[src/rtl/seq_mult_ctrl_pkg.sv]
// Shared definitions for the sequential shift-add multiplier.
// Holds the controller state encoding and a small sizing helper. The product
// width PROD_W depends on the module parameters, so each module that needs it
// declares it as a localparam (PROD_W = WIDTH_A + WIDTH_B).
package seq_mult_ctrl_pkg;

    typedef enum logic [1:0] {
        S_IDLE = 2'd0,
        S_ADD  = 2'd1,
        S_DONE = 2'd2
    } seq_mult_state_t;

    // Bits needed to count WIDTH_B iterations (0 .. WIDTH_B-1), at least one.
    function automatic int cnt_width(input int iterations);
        return (iterations > 1) ? $clog2(iterations) : 1;
    endfunction

endpackage

[src/rtl/seq_mult_step.sv]
// One iteration of the shift-add multiplier.
// Conditionally adds the multiplicand to the upper WIDTH_A bits of the
// accumulator (when acc[0] is set) using a WIDTH_A-bit ripple adder, then
// shifts the (carry, sum, lower bits) value right by one. The carry lands in
// the top bit, so nothing is lost. Requires WIDTH_B >= 2.
module seq_mult_step
    import seq_mult_ctrl_pkg::*;
#(
    parameter int WIDTH_A = 5,
    parameter int WIDTH_B = 3
) (
    input  logic [WIDTH_A-1:0]         mcand,
    input  logic [WIDTH_A+WIDTH_B-1:0] acc,
    output logic [WIDTH_A+WIDTH_B-1:0] acc_next
);

    localparam int PROD_W = WIDTH_A + WIDTH_B;

    logic [WIDTH_A-1:0] upper;
    logic [WIDTH_A-1:0] addend;
    logic [WIDTH_A-1:0] sum;
    logic [WIDTH_A:0]   carry;

    assign upper    = acc[PROD_W-1:WIDTH_B];
    assign addend   = acc[0] ? mcand : '0;
    assign carry[0] = 1'b0;

    // Ripple-carry chain of full adders, one per multiplicand bit.
    genvar i;
    generate
        for (i = 0; i < WIDTH_A; i++) begin : g_fa
            assign sum[i]     = upper[i] ^ addend[i] ^ carry[i];
            assign carry[i+1] = (upper[i] & addend[i]) | (carry[i] & (upper[i] ^ addend[i]));
        end
    endgenerate

    // Right shift of {carry, sum, lower multiplier bits}; acc[0] is consumed.
    assign acc_next = {carry[WIDTH_A], sum, acc[WIDTH_B-1:1]};

endmodule

[src/rtl/seq_mult_ctrl.sv]
// Sequential shift-add multiplier controller with valid/ready on both sides.
// Produces in_a * in_b (unsigned) using one WIDTH_A-bit adder over WIDTH_B
// iterations. All outputs are registered.
// Optional feature: define SEQ_MULT_EARLY_TERM_EN to finish as soon as the
// remaining multiplier bits are all zero; the outstanding shifts are applied
// in one go on the transition to DONE.
module seq_mult_ctrl
    import seq_mult_ctrl_pkg::*;
#(
    parameter int WIDTH_A = 5,
    parameter int WIDTH_B = 3
) (
    input  logic                       clk,
    input  logic                       reset,
    input  logic                       in_valid,
    output logic                       in_ready,
    input  logic [WIDTH_A-1:0]         in_a,
    input  logic [WIDTH_B-1:0]         in_b,
    output logic                       out_valid,
    input  logic                       out_ready,
    output logic [WIDTH_A+WIDTH_B-1:0] out_m,
    output logic                       busy
);

    localparam int PROD_W = WIDTH_A + WIDTH_B;
    localparam int CNT_W  = cnt_width(WIDTH_B);
    localparam logic [CNT_W-1:0] LAST_CNT = CNT_W'(WIDTH_B - 1);

    seq_mult_state_t    state;
    logic [WIDTH_A-1:0] mcand;
    logic [PROD_W-1:0]  acc;
    logic [PROD_W-1:0]  acc_next;
    logic [CNT_W-1:0]   cnt;
`ifdef SEQ_MULT_EARLY_TERM_EN
    logic [WIDTH_B-1:0] mult_rem;
`endif

    seq_mult_step #(
        .WIDTH_A (WIDTH_A),
        .WIDTH_B (WIDTH_B)
    ) u_step (
        .mcand    (mcand),
        .acc      (acc),
        .acc_next (acc_next)
    );

    // Controller FSM: accept operands, iterate the step, hold the product until taken.
    always_ff @(posedge clk) begin
        if (reset) begin
            state     <= S_IDLE;
            in_ready  <= 1'b1;
            out_valid <= 1'b0;
            busy      <= 1'b0;
            out_m     <= '0;
            cnt       <= '0;
            acc       <= '0;
            mcand     <= '0;
`ifdef SEQ_MULT_EARLY_TERM_EN
            mult_rem  <= '0;
`endif
        end else begin
            case (state)
                S_IDLE: begin
                    if (in_valid) begin
                        mcand    <= in_a;
                        acc      <= {{WIDTH_A{1'b0}}, in_b};
                        cnt      <= '0;
                        state    <= S_ADD;
                        in_ready <= 1'b0;
                        busy     <= 1'b1;
`ifdef SEQ_MULT_EARLY_TERM_EN
                        mult_rem <= in_b;
`endif
                    end
                end

                S_ADD: begin
                    acc <= acc_next;
                    cnt <= cnt + CNT_W'(1);
`ifdef SEQ_MULT_EARLY_TERM_EN
                    mult_rem <= mult_rem >> 1;
`endif
                    if (cnt == LAST_CNT) begin
                        state     <= S_DONE;
                        busy      <= 1'b0;
                        out_valid <= 1'b1;
                        out_m     <= acc_next;
`ifdef SEQ_MULT_EARLY_TERM_EN
                    end else if ((mult_rem >> 1) == '0) begin
                        state     <= S_DONE;
                        busy      <= 1'b0;
                        out_valid <= 1'b1;
                        acc       <= acc_next >> (LAST_CNT - cnt);
                        out_m     <= acc_next >> (LAST_CNT - cnt);
`endif
                    end
                end

                S_DONE: begin
                    if (out_ready) begin
                        state     <= S_IDLE;
                        out_valid <= 1'b0;
                        in_ready  <= 1'b1;
                    end
                end

                default: begin
                    state     <= S_IDLE;
                    in_ready  <= 1'b1;
                    out_valid <= 1'b0;
                    busy      <= 1'b0;
                    cnt       <= '0;
                end
            endcase
        end
    end

endmodule

[config.mk]
export PLATFORM = sky130hd
export DESIGN_NAME = seq_mult_ctrl
export DESIGN_NICKNAME = d
export VERILOG_FILES = /design/src/rtl/seq_mult_ctrl_pkg.sv /design/src/rtl/seq_mult_step.sv /design/src/rtl/seq_mult_ctrl.sv
export SDC_FILE = /design/constraint.sdc
export NUM_CORES = 1
export LEC_CHECK = 0
export BUFFER_PORTS_ARGS = -buffer_cell sky130_fd_sc_hd__buf_2
export CAP_MARGIN = 20
export CORE_MARGIN = 3
export CORE_UTILIZATION = 50
export CTS_CLUSTER_SIZE = 16
export DETAILED_ROUTE_END_ITERATION = 6
export MAX_ROUTING_LAYER = met4
export PLACE_DENSITY = 0.71
export RECOVER_POWER = 50
export SLEW_MARGIN = 20
export SYNTH_ARGS = -nofsm -noshare
export SYNTH_HDL_FRONTEND = slang
export SYNTH_SLANG_ARGS = --single-unit
[constraint.sdc]
create_clock -name clk -period 6.22 [get_ports clk]
set_clock_uncertainty 0.2 [all_clocks]
set_input_delay 0.311 -clock clk [delete_from_list [all_inputs] [get_ports clk]]
set_output_delay 0.311 -clock clk [all_outputs]
set_load 0.05 [all_outputs]
# Word level (Yosys, flattened, before mapping)
# Cells that the tools add are included.
# word_totals
elab_cells	68
register_bits	28
output_inout_bits	11
# classes
addsub	1
bitwise_logic	25
n_mux	18
n_eq_ne	6
n_reduce_logical	10
# ops
op	count
$pmux W8 S2	1
$pmux W2 S3	2
$reduce_and A3 Y1	4
$and A1 B1 Y1	9
$pmux W1 S3	3
$xor A1 B1 Y1	9
$mux W2	4
$mux W8	1
$reduce_and A2 Y1	4
$mux W1	6
$ne A2 B2 Y1 const B	3
$mux W5	1
$eq A2 B2 Y1 const B	2
$or A1 B1 Y1	4
$not A1 Y1	3
$add A2 B1 Y2 const B	1
$eq A2 B1 Y1 const B	1
$logic_not A2 Y1	1
$reduce_bool A2 Y1	1

# Logic depth before layout (Yosys ltp)
# Gate-level depths: netlist of the first run.
# depth
ltp_word	11
ltp_mapped	12
ltp_nobuf	12

# Modules after synthesis
# Synthesis of the first run repeated with hierarchy kept, for this count alone.
# unflattened
cells_unflattened	153
area_unflattened_um2	1283.7
# by_module_without_submodules
mod	instances	area_per_inst_um2	cells_each
seq_mult_ctrl	1	1119.8	133
seq_mult_step	1	163.9	20

# Worst setup path before layout of the first run
# Ideal clock, no wire load.
# synth_path
path_kind	register -> register
startpoint	register acc[0]
endpoint	register acc[6]
synth_period_minus_slack_ns	2.644
setup_time_ns	0.065
slack_ns	3.576
path_buffers	0
path_stages_with_launch	13
required_ns	5.955
arrival_time_ns	2.379
cell_sequence	dfxtp_1 and2_1 ha_1 inv_1 fa_1 inv_1 fa_1 fa_1 inv_1 fa_1 nor3b_1 a31oi_1 nor2_1
# synth_between
elab_chain_cells	10
word_cells_on_any_way	17
classes_between	2 x mux; 15 x bitwise
# synth_lines
element	line	source
start: declaration	seq_mult_ctrl.sv:31	logic [PROD_W-1:0] acc;
start signal: assignment	seq_mult_ctrl.sv:66	acc <= {{WIDTH_A{1'b0}}, in_b};
start signal: assignment	seq_mult_ctrl.sv:78	acc <= acc_next;
$mux W5 *	seq_mult_step.sv:25	assign addend = acc[0] ? mcand : '0;
$and A1 B1 Y1 / $xor A1 B1 Y1 (equally long branches)	seq_mult_step.sv:33	assign carry[i+1] = (upper[i] & addend[i]) | (carry[i] & (upper[i] ^ addend[i]));
$and A1 B1 Y1	seq_mult_step.sv:33	
$or A1 B1 Y1	seq_mult_step.sv:33	
$and A1 B1 Y1	seq_mult_step.sv:33	
$or A1 B1 Y1	seq_mult_step.sv:33	
$and A1 B1 Y1	seq_mult_step.sv:33	
$or A1 B1 Y1	seq_mult_step.sv:33	
$xor A1 B1 Y1 *	seq_mult_step.sv:32	assign sum[i] = upper[i] ^ addend[i] ^ carry[i];
$pmux W8 S2 *	seq_mult_ctrl.sv:62	case (state)
# Every way passes the cells marked *; elsewhere a longest branch is shown, timed or not.
# A chain may end at the register's enable or synchronous reset.

# Final worst setup path of the first run
# Same ends and word-level chain as after synthesis.

==> results of run 1 <==
cell usage after synthesis, types with 3 or more instances:
| cell | number | share of area |
|---|---|---|
| nor4_1 | 3 | 0.015 |
| a211oi_1 | 3 | 0.018 |
| a31oi_1 | 3 | 0.015 |
| nor2_1 | 25 | 0.075 |
| buf_2 | 4 | 0.016 |
| nor3b_1 | 3 | 0.018 |
| a21oi_1 | 11 | 0.044 |
| inv_1 | 8 | 0.024 |
| mux2i_1 | 5 | 0.040 |
| dfxtp_1 | 28 | 0.45 |
| fa_1 | 4 | 0.064 |
| nand2_1 | 14 | 0.042 |
| and2_1 | 3 | 0.015 |
power groups by stage:
stage / logic, mW / registers (mW) / clock network [mW]
global route: 0.0426 / 0.195 / 0.0963
CTS: 0.0399 / 0.193 / 0.0917
detailed placement: 0.0390 / 0.197 / 0
global placement: 0.0383 / 0.197 / 0
floorplan: 0.0253 / 0.201 / 0
finish: 0.0383 / 0.193 / 0.0878
cell families after synthesis:
group,share of synthesized area
and+or+nand+nor,0.241
DFF,0.450
AOI/OAI and AO/OA,0.127
buffers and inverters,0.0582
adders and majority gates,0.0843
muxes,0.0402
how the worst max path moves through the flow:
stage	startpoint	to	depth (start not counted)
CTS	acc[0]	acc[6]	12
detailed placement	acc[0]	acc[6]	12
floorplan	acc[0]	acc[6]	12
global placement	acc[0]	acc[6]	12
finish	acc[0]	acc[6]	12
global route	acc[0]	acc[6]	12
worst reg2reg max path, stage by stage (launching register included):
cell,delay [ns]
dfxtp_1,0.38
and2_1,0.18
ha_1,0.17
inv_1,0.06
fa_1,0.16
inv_1,0.05
fa_1,0.38
fa_1,0.37
inv_1,0.08
fa_1,0.44
nor3b_1,0.21
a31oi_1,0.06
nor2_1,0.10
sequential cells by signal, indices dropped and copies added (netlist names):
signal     cells
acc            8
mcand          5
in_ready       1
busy           1
out_m          8
out_valid      1
state          2
cnt            2
metrics by stage:
step	cell area (sq um)	util	hold slack [ns]	total power, mW	setup WS, ns
finish	1380	0.600	0.0159	0.319	3.35
global route	1380	0.600	0.00252	0.333	3.16
CTS	1400	0.607	0.00343	0.325	3.35
detailed placement	1350	0.587	0.244	0.236	3.38
global placement	1350	0.587	0.240	0.235	3.51
floorplan	1250	-	0.244	0.226	3.58
metal layers:
layer  global-route usage  vias up  wire (um)
li1                     -      508          -
met1                0.212      458       1140
met2                0.277       24       1200
met3               0.0255        4        108
met4               0.0712        0         25
met5                    -        -          0
area by class of cell:
| cell class | count | share of cell area |
|---|---|---|
| sequential | 28 | 0.407 |
| inverter | 8 | 0.0218 |
| tap | 28 | 0.0254 |
| clock buffer | 4 | 0.0263 |
| timing repair buffer | 23 | 0.0771 |
| multi-input combinational | 96 | 0.443 |
==> results.sh, run 1 <==
export IMPL_hold_path_end="mcand[3]"
export IMPL_clkPwrFrac=0.275
export IMPL_power_share_switching=0.257
export IMPL_insertion_delay_ns=0.32
export IMPL_slowest_stage="fa_1"
export IMPL_grt_max_degree=29
export IMPL_crit_path_frequent_cell="fa_1"
export IMPL_maxCapViolations=0
export IMPL_switching_power_mw=0.0821
export IMPL_p_per_area_mw_per_mm2=232
export IMPL_p_leak_nw=0.545
export IMPL_path_cells="and2_1 -> ha_1 -> inv_1 -> fa_1 -> inv_1 -> fa_1 -> fa_1 -> inv_1 -> fa_1 -> nor3b_1 -> a31oi_1 -> nor2_1"
export IMPL_num_antenna_cells=0
export IMPL_seqPwrFrac=0.605
export IMPL_crit_path_end_kind="flop"
export IMPL_dr_first_iter_drc_count=9
export IMPL_regArea_sq_um=561
export IMPL_gp_congestion=0.777
export IMPL_fin_setup_tns_ns=0
export IMPL_power_internal_mw=0.237
export IMPL_clock_path_buffers=2
export IMPL_track_usage=0.170
export IMPL_yosys_warnings=0
export IMPL_path_delay_family="adder cells"
export IMPL_setup_viol=0
export IMPL_cts_tree="built"
export IMPL_grt_antenna_before_repair=0
export IMPL_post_cts_resized=0
export IMPL_comb_power_share=0.120
export IMPL_cts_setup_buffers=0
export IMPL_synth_cell_types=31
export IMPL_max_stage_delay_ns=0.44
export IMPL_die_y_um=55.9
export IMPL_dieArea_sq_mm=0.00313
export IMPL_cts_made_buffers=3
export IMPL_fill_cells=217
export IMPL_seq_area_frac_synth=0.450
export IMPL_min_delay_start="in_a[3]"
export IMPL_cts_sinks=28
export IMPL_synthArstFlopShare=0
export IMPL_grt_pass1_wl_mm=4.22
export IMPL_r2r_end="acc[6]"
export IMPL_grt_ovfl_total=0
export IMPL_cts_hold_buf=1
export IMPL_ant_nets=0
export IMPL_num_vias=994
export IMPL_vias_per_cell=5.32
export IMPL_drc=0
export IMPL_first_pass_iters=4
export IMPL_hpwl_mm=1.76
export IMPL_fp_row_count=17
export IMPL_clkTransAtPathRegs_ns=0.14
export IMPL_layout_drive_gt1_share=0.119
export IMPL_hold_path_depth=3
export IMPL_synthCells=140
export IMPL_wl_per_cell_um=13.2
export IMPL_htreeDepth=1
export IMPL_r2r_start="acc[0]"
export IMPL_hold_violations=0
export IMPL_timing_fmax_ghz=0.348
export IMPL_ios=23
export IMPL_r2r_cells=12
export IMPL_arrival_ns=2.94
export IMPL_avgSynthCellArea_sq_um=8.90
export IMPL_place_inst=182
export IMPL_worstPathMaxFanout=6
export IMPL_outcome="finished, final reports clean"
export IMPL_ys_seq_elements=28
export IMPL_syn_nets=158
export IMPL_worst_pin_slew_ns=0.601
export IMPL_reg2reg_slack_ns=3.35
export IMPL_stdcell_count=187
export IMPL_final_common_cell="dfxtp_1"
export IMPL_rsz0062_at_grt="no"
export IMPL_io_buffers=22
export IMPL_ir_drop_mv=0.168
export IMPL_initial_core_util=0.542
export IMPL_grt_pass1_vias=986
export IMPL_final_cell_mix="dfxtp_1 (28), nor2_1 (25), nand2_1 (14)"
export IMPL_netlist_area_sq_mm=0.00125
export IMPL_fp_coreArea_sq_mm=0.00230
export IMPL_crit_path_start_kind="flop"
export IMPL_cts_root_buf="clkbuf_4"
export IMPL_multi_input_comb_area_sq_um=611
export IMPL_areaGrowthSynthToFinish_pct=10.6
export IMPL_die_w_um=55.9
export IMPL_post_route_period_util=0.462
export IMPL_slew_headroom=0.601
export IMPL_finalCriticalPeriod_ns=2.87
export IMPL_path_buf_inv=3
export IMPL_yosys_most_used_dff="dfxtp_1"
export IMPL_worstPathRequired_ns=6.29
export IMPL_synth_edf_count=0
export IMPL_critPathKind="reg -> reg"
export IMPL_wirelength_mm=2.47
export IMPL_nNetsFinal=178
export IMPL_slew_violations=0
export IMPL_hold_class="in -> reg"
(Power assumes the default switching activity.)
==> run 2: changes to the inputs <==
==> constraint.sdc (replaced) <==
create_clock -name clk -period 2.75 [get_ports clk]
set_clock_uncertainty 0.2 [all_clocks]
set_input_delay 0.1375 -clock clk [delete_from_list [all_inputs] [get_ports clk]]
set_output_delay 0.1375 -clock clk [all_outputs]
set_load 0.05 [all_outputs]
==> run 2 against run 1 <==
  * First-iteration DRC count rose by 89%
  * Cell count rose by 4.8%
  * Combinational power rose to 2.7 times the previous value
  * Global-route usage rose by 1.0 points
  * Critical path depth did not move
  * Wire length rose by 0.44%
  * Core utilization rose by 5.0 points
  * Final area rose by 8.3%
  * Total power rose by 120%
  * Largest cell class unchanged
  * Largest power group unchanged
==> results.sh, run 2 (synthesis results as in run 1) <==
export IMPL_grt_antenna_before_repair=0
export IMPL_worst_pin_slew_ns=0.599
export IMPL_maxCapViolations=0
export IMPL_p_per_area_mw_per_mm2=468
export IMPL_areaGrowthSynthToFinish_pct=19.9
export IMPL_timing_fmax_ghz=0.374
export IMPL_wl_met1_mm=1.21
export IMPL_drc=0
export IMPL_whs_ns=0.0614
export IMPL_die_y_um=55.9
export IMPL_p_leak_nw=0.574
export IMPL_insertion_delay_ns=0.31
export IMPL_r2r_end="acc[6]"
export IMPL_design_area_sq_mm=0.00149
export IMPL_cts_sinks=28
export IMPL_grt_pass1_wl_mm=4.40
export IMPL_reg2reg_slack_ns=0.08
export IMPL_fill_cells=208
export IMPL_highest_layer="met4"
export IMPL_seqPwrFrac=0.623
export IMPL_clkTransAtPathRegs_ns=0.14
export IMPL_ant_nets=0
export IMPL_cts_made_buffers=3
export IMPL_num_vias=1030
export IMPL_setup_viol=0
export IMPL_hpwl_mm=1.72
export IMPL_arrival_ns=2.73
export IMPL_met3WireLength_um=92
export IMPL_comb_power_share=0.147
export IMPL_dr_first_iter_drc_count=17
export IMPL_layout_drive_gt1_share=0.179
export IMPL_dieArea_sq_mm=0.00313
export IMPL_die_w_um=55.9
export IMPL_switching_power_mw=0.180
export IMPL_fp_coreArea_sq_mm=0.00230
export IMPL_power_internal_mw=0.519
export IMPL_track_usage=0.181
export IMPL_critPathKind="reg -> reg"
export IMPL_ir_drop_mv=0.326
export IMPL_worstSetupStartpoint="acc[0]"
export IMPL_fp_row_count=17
export IMPL_grt_ovfl_total=0
export IMPL_hold_class="in -> reg"
export IMPL_htreeDepth=1
export IMPL_finalCriticalPeriod_ns=2.67
export IMPL_crit_path_end_kind="flop"
export IMPL_grt_pass1_vias=1028
export IMPL_power_share_switching=0.257
export IMPL_slew_violations=0
export IMPL_cts_root_buf="clkbuf_4"
export IMPL_worstPathMaxFanout=2
export IMPL_wirelength_mm=2.49
export IMPL_final_common_cell="dfxtp_1"
export IMPL_worstPathRequired_ns=2.81
export IMPL_first_pass_iters=4
export IMPL_wl_per_cell_um=12.7
export IMPL_final_cell_mix="dfxtp_1 (27), nor2_1 (25), nand2_1 (14)"
export IMPL_io_buffers=22
export IMPL_crit_path_start_kind="flop"
export IMPL_slew_headroom=0.602
export IMPL_hold_violations=0
export IMPL_dr_wl_met2_mm=1.15
export IMPL_cp_endpoint="acc[6]"
export IMPL_rsz0062_at_grt="yes"
export IMPL_gp_congestion=0.782
export IMPL_post_route_period_util=0.972
export IMPL_num_antenna_cells=0
export IMPL_grt_max_degree=29
export IMPL_outcome="finished, final reports clean"
export IMPL_r2r_cells=12
export IMPL_vias_per_cell=5.26
export IMPL_r2r_start="acc[0]"
export IMPL_nNetsFinal=188
export IMPL_cts_tree="built"
export IMPL_place_area_sq_mm=0.00136
export IMPL_initial_core_util=0.542
export IMPL_reg_top3="acc: 8 flops, out_m: 8 flops, mcand: 5 flops"
export IMPL_clock_path_buffers=2
export IMPL_ios=23
export IMPL_clkPwrFrac=0.230
==> run 2: cell count changes in the layout (fill, tap and decap cells not counted), moves of 3 or more <==
cell / before / now
dlygate4sd3_1: 1 / 10
fa_1: 4 / 1
fa_2: 0 / 3
inv_1: 8 / 5
inv_2: 0 / 3
==> run 2: worst max-delay path, cell delays in order (launching register included) <==
cell and delay (ns):
dfxtp_2 0.35, and2_4 0.16, ha_4 0.15, inv_2 0.04, fa_2 0.18, inv_2 0.03
fa_2 0.32, fa_2 0.34, inv_2 0.06, fa_1 0.44, nor3b_2 0.19, a31oi_1 0.06
nor2_1 0.10
==> run 2: worst min-delay path by stage <==
stage,cells past startpoint,slack (ns),end,from
global route,2,0.07,cnt[0],reset
CTS,2,0.04,mcand[0],reset
detailed placement,3,0.18,mcand[1],in_a[1]
floorplan,2,0.08,mcand[0],in_a[0]
global placement,3,0.17,mcand[2],in_a[2]
finish,2,0.06,mcand[4],reset
==> run 2: repair_timing <==
item	CTS	global route
gates resized for setup	7	4
endpoints found under the hold margin	11	0
setup endpoints to repair	1	1
gates cloned	0	0
hold buffers	10	0
pin swaps	2	2
buffers inserted	0	0
==> run 2: metal layers <==
metal / track usage / vias up
met5: - / -
met4: 0.0610 / 0
met2: 0.299 / 18
met3: 0.0302 / 4
li1: - / 529
met1: 0.224 / 479
==> run 2: power groups by stage <==
stage               clock (mW)  sequential, mW  combinational (mW)
detailed placement           0           0.444              0.0913
global placement             0           0.444              0.0897
CTS                      0.172           0.435               0.103
global route             0.183           0.439               0.115
finish                   0.161           0.436               0.103
floorplan                    0           0.455              0.0573
==> run 2: final cells by class <==
| cell class | instances | area (sq um) | share of cell area |
|---|---|---|---|
| clock buffers | 3 | 22.5 | 0.0151 |
| multi-input cells | 96 | 641 | 0.429 |
| repair buffers | 33 | 204 | 0.137 |
| inverters | 8 | 30.0 | 0.0201 |
| well taps | 28 | 35.0 | 0.0235 |
| flip-flops and latches | 28 | 562 | 0.376 |
==> run 2: metrics by stage <==
step / setup WS (ns) / std cells / TNS [ns] / util / power, mW
after floorplan: 0.106 / 140 / 0 / - / 0.512
after global placement: 0.0833 / 183 / 0 / 0.590 / 0.533
after detailed placement: -0.0325 / 183 / -0.0325 / 0.590 / 0.535
after CTS: 0.000125 / 196 / 0 / 0.651 / 0.710
after global routing: -0.0907 / 196 / -0.0907 / 0.650 / 0.737
final: 0.0775 / 196 / 0 / 0.650 / 0.699
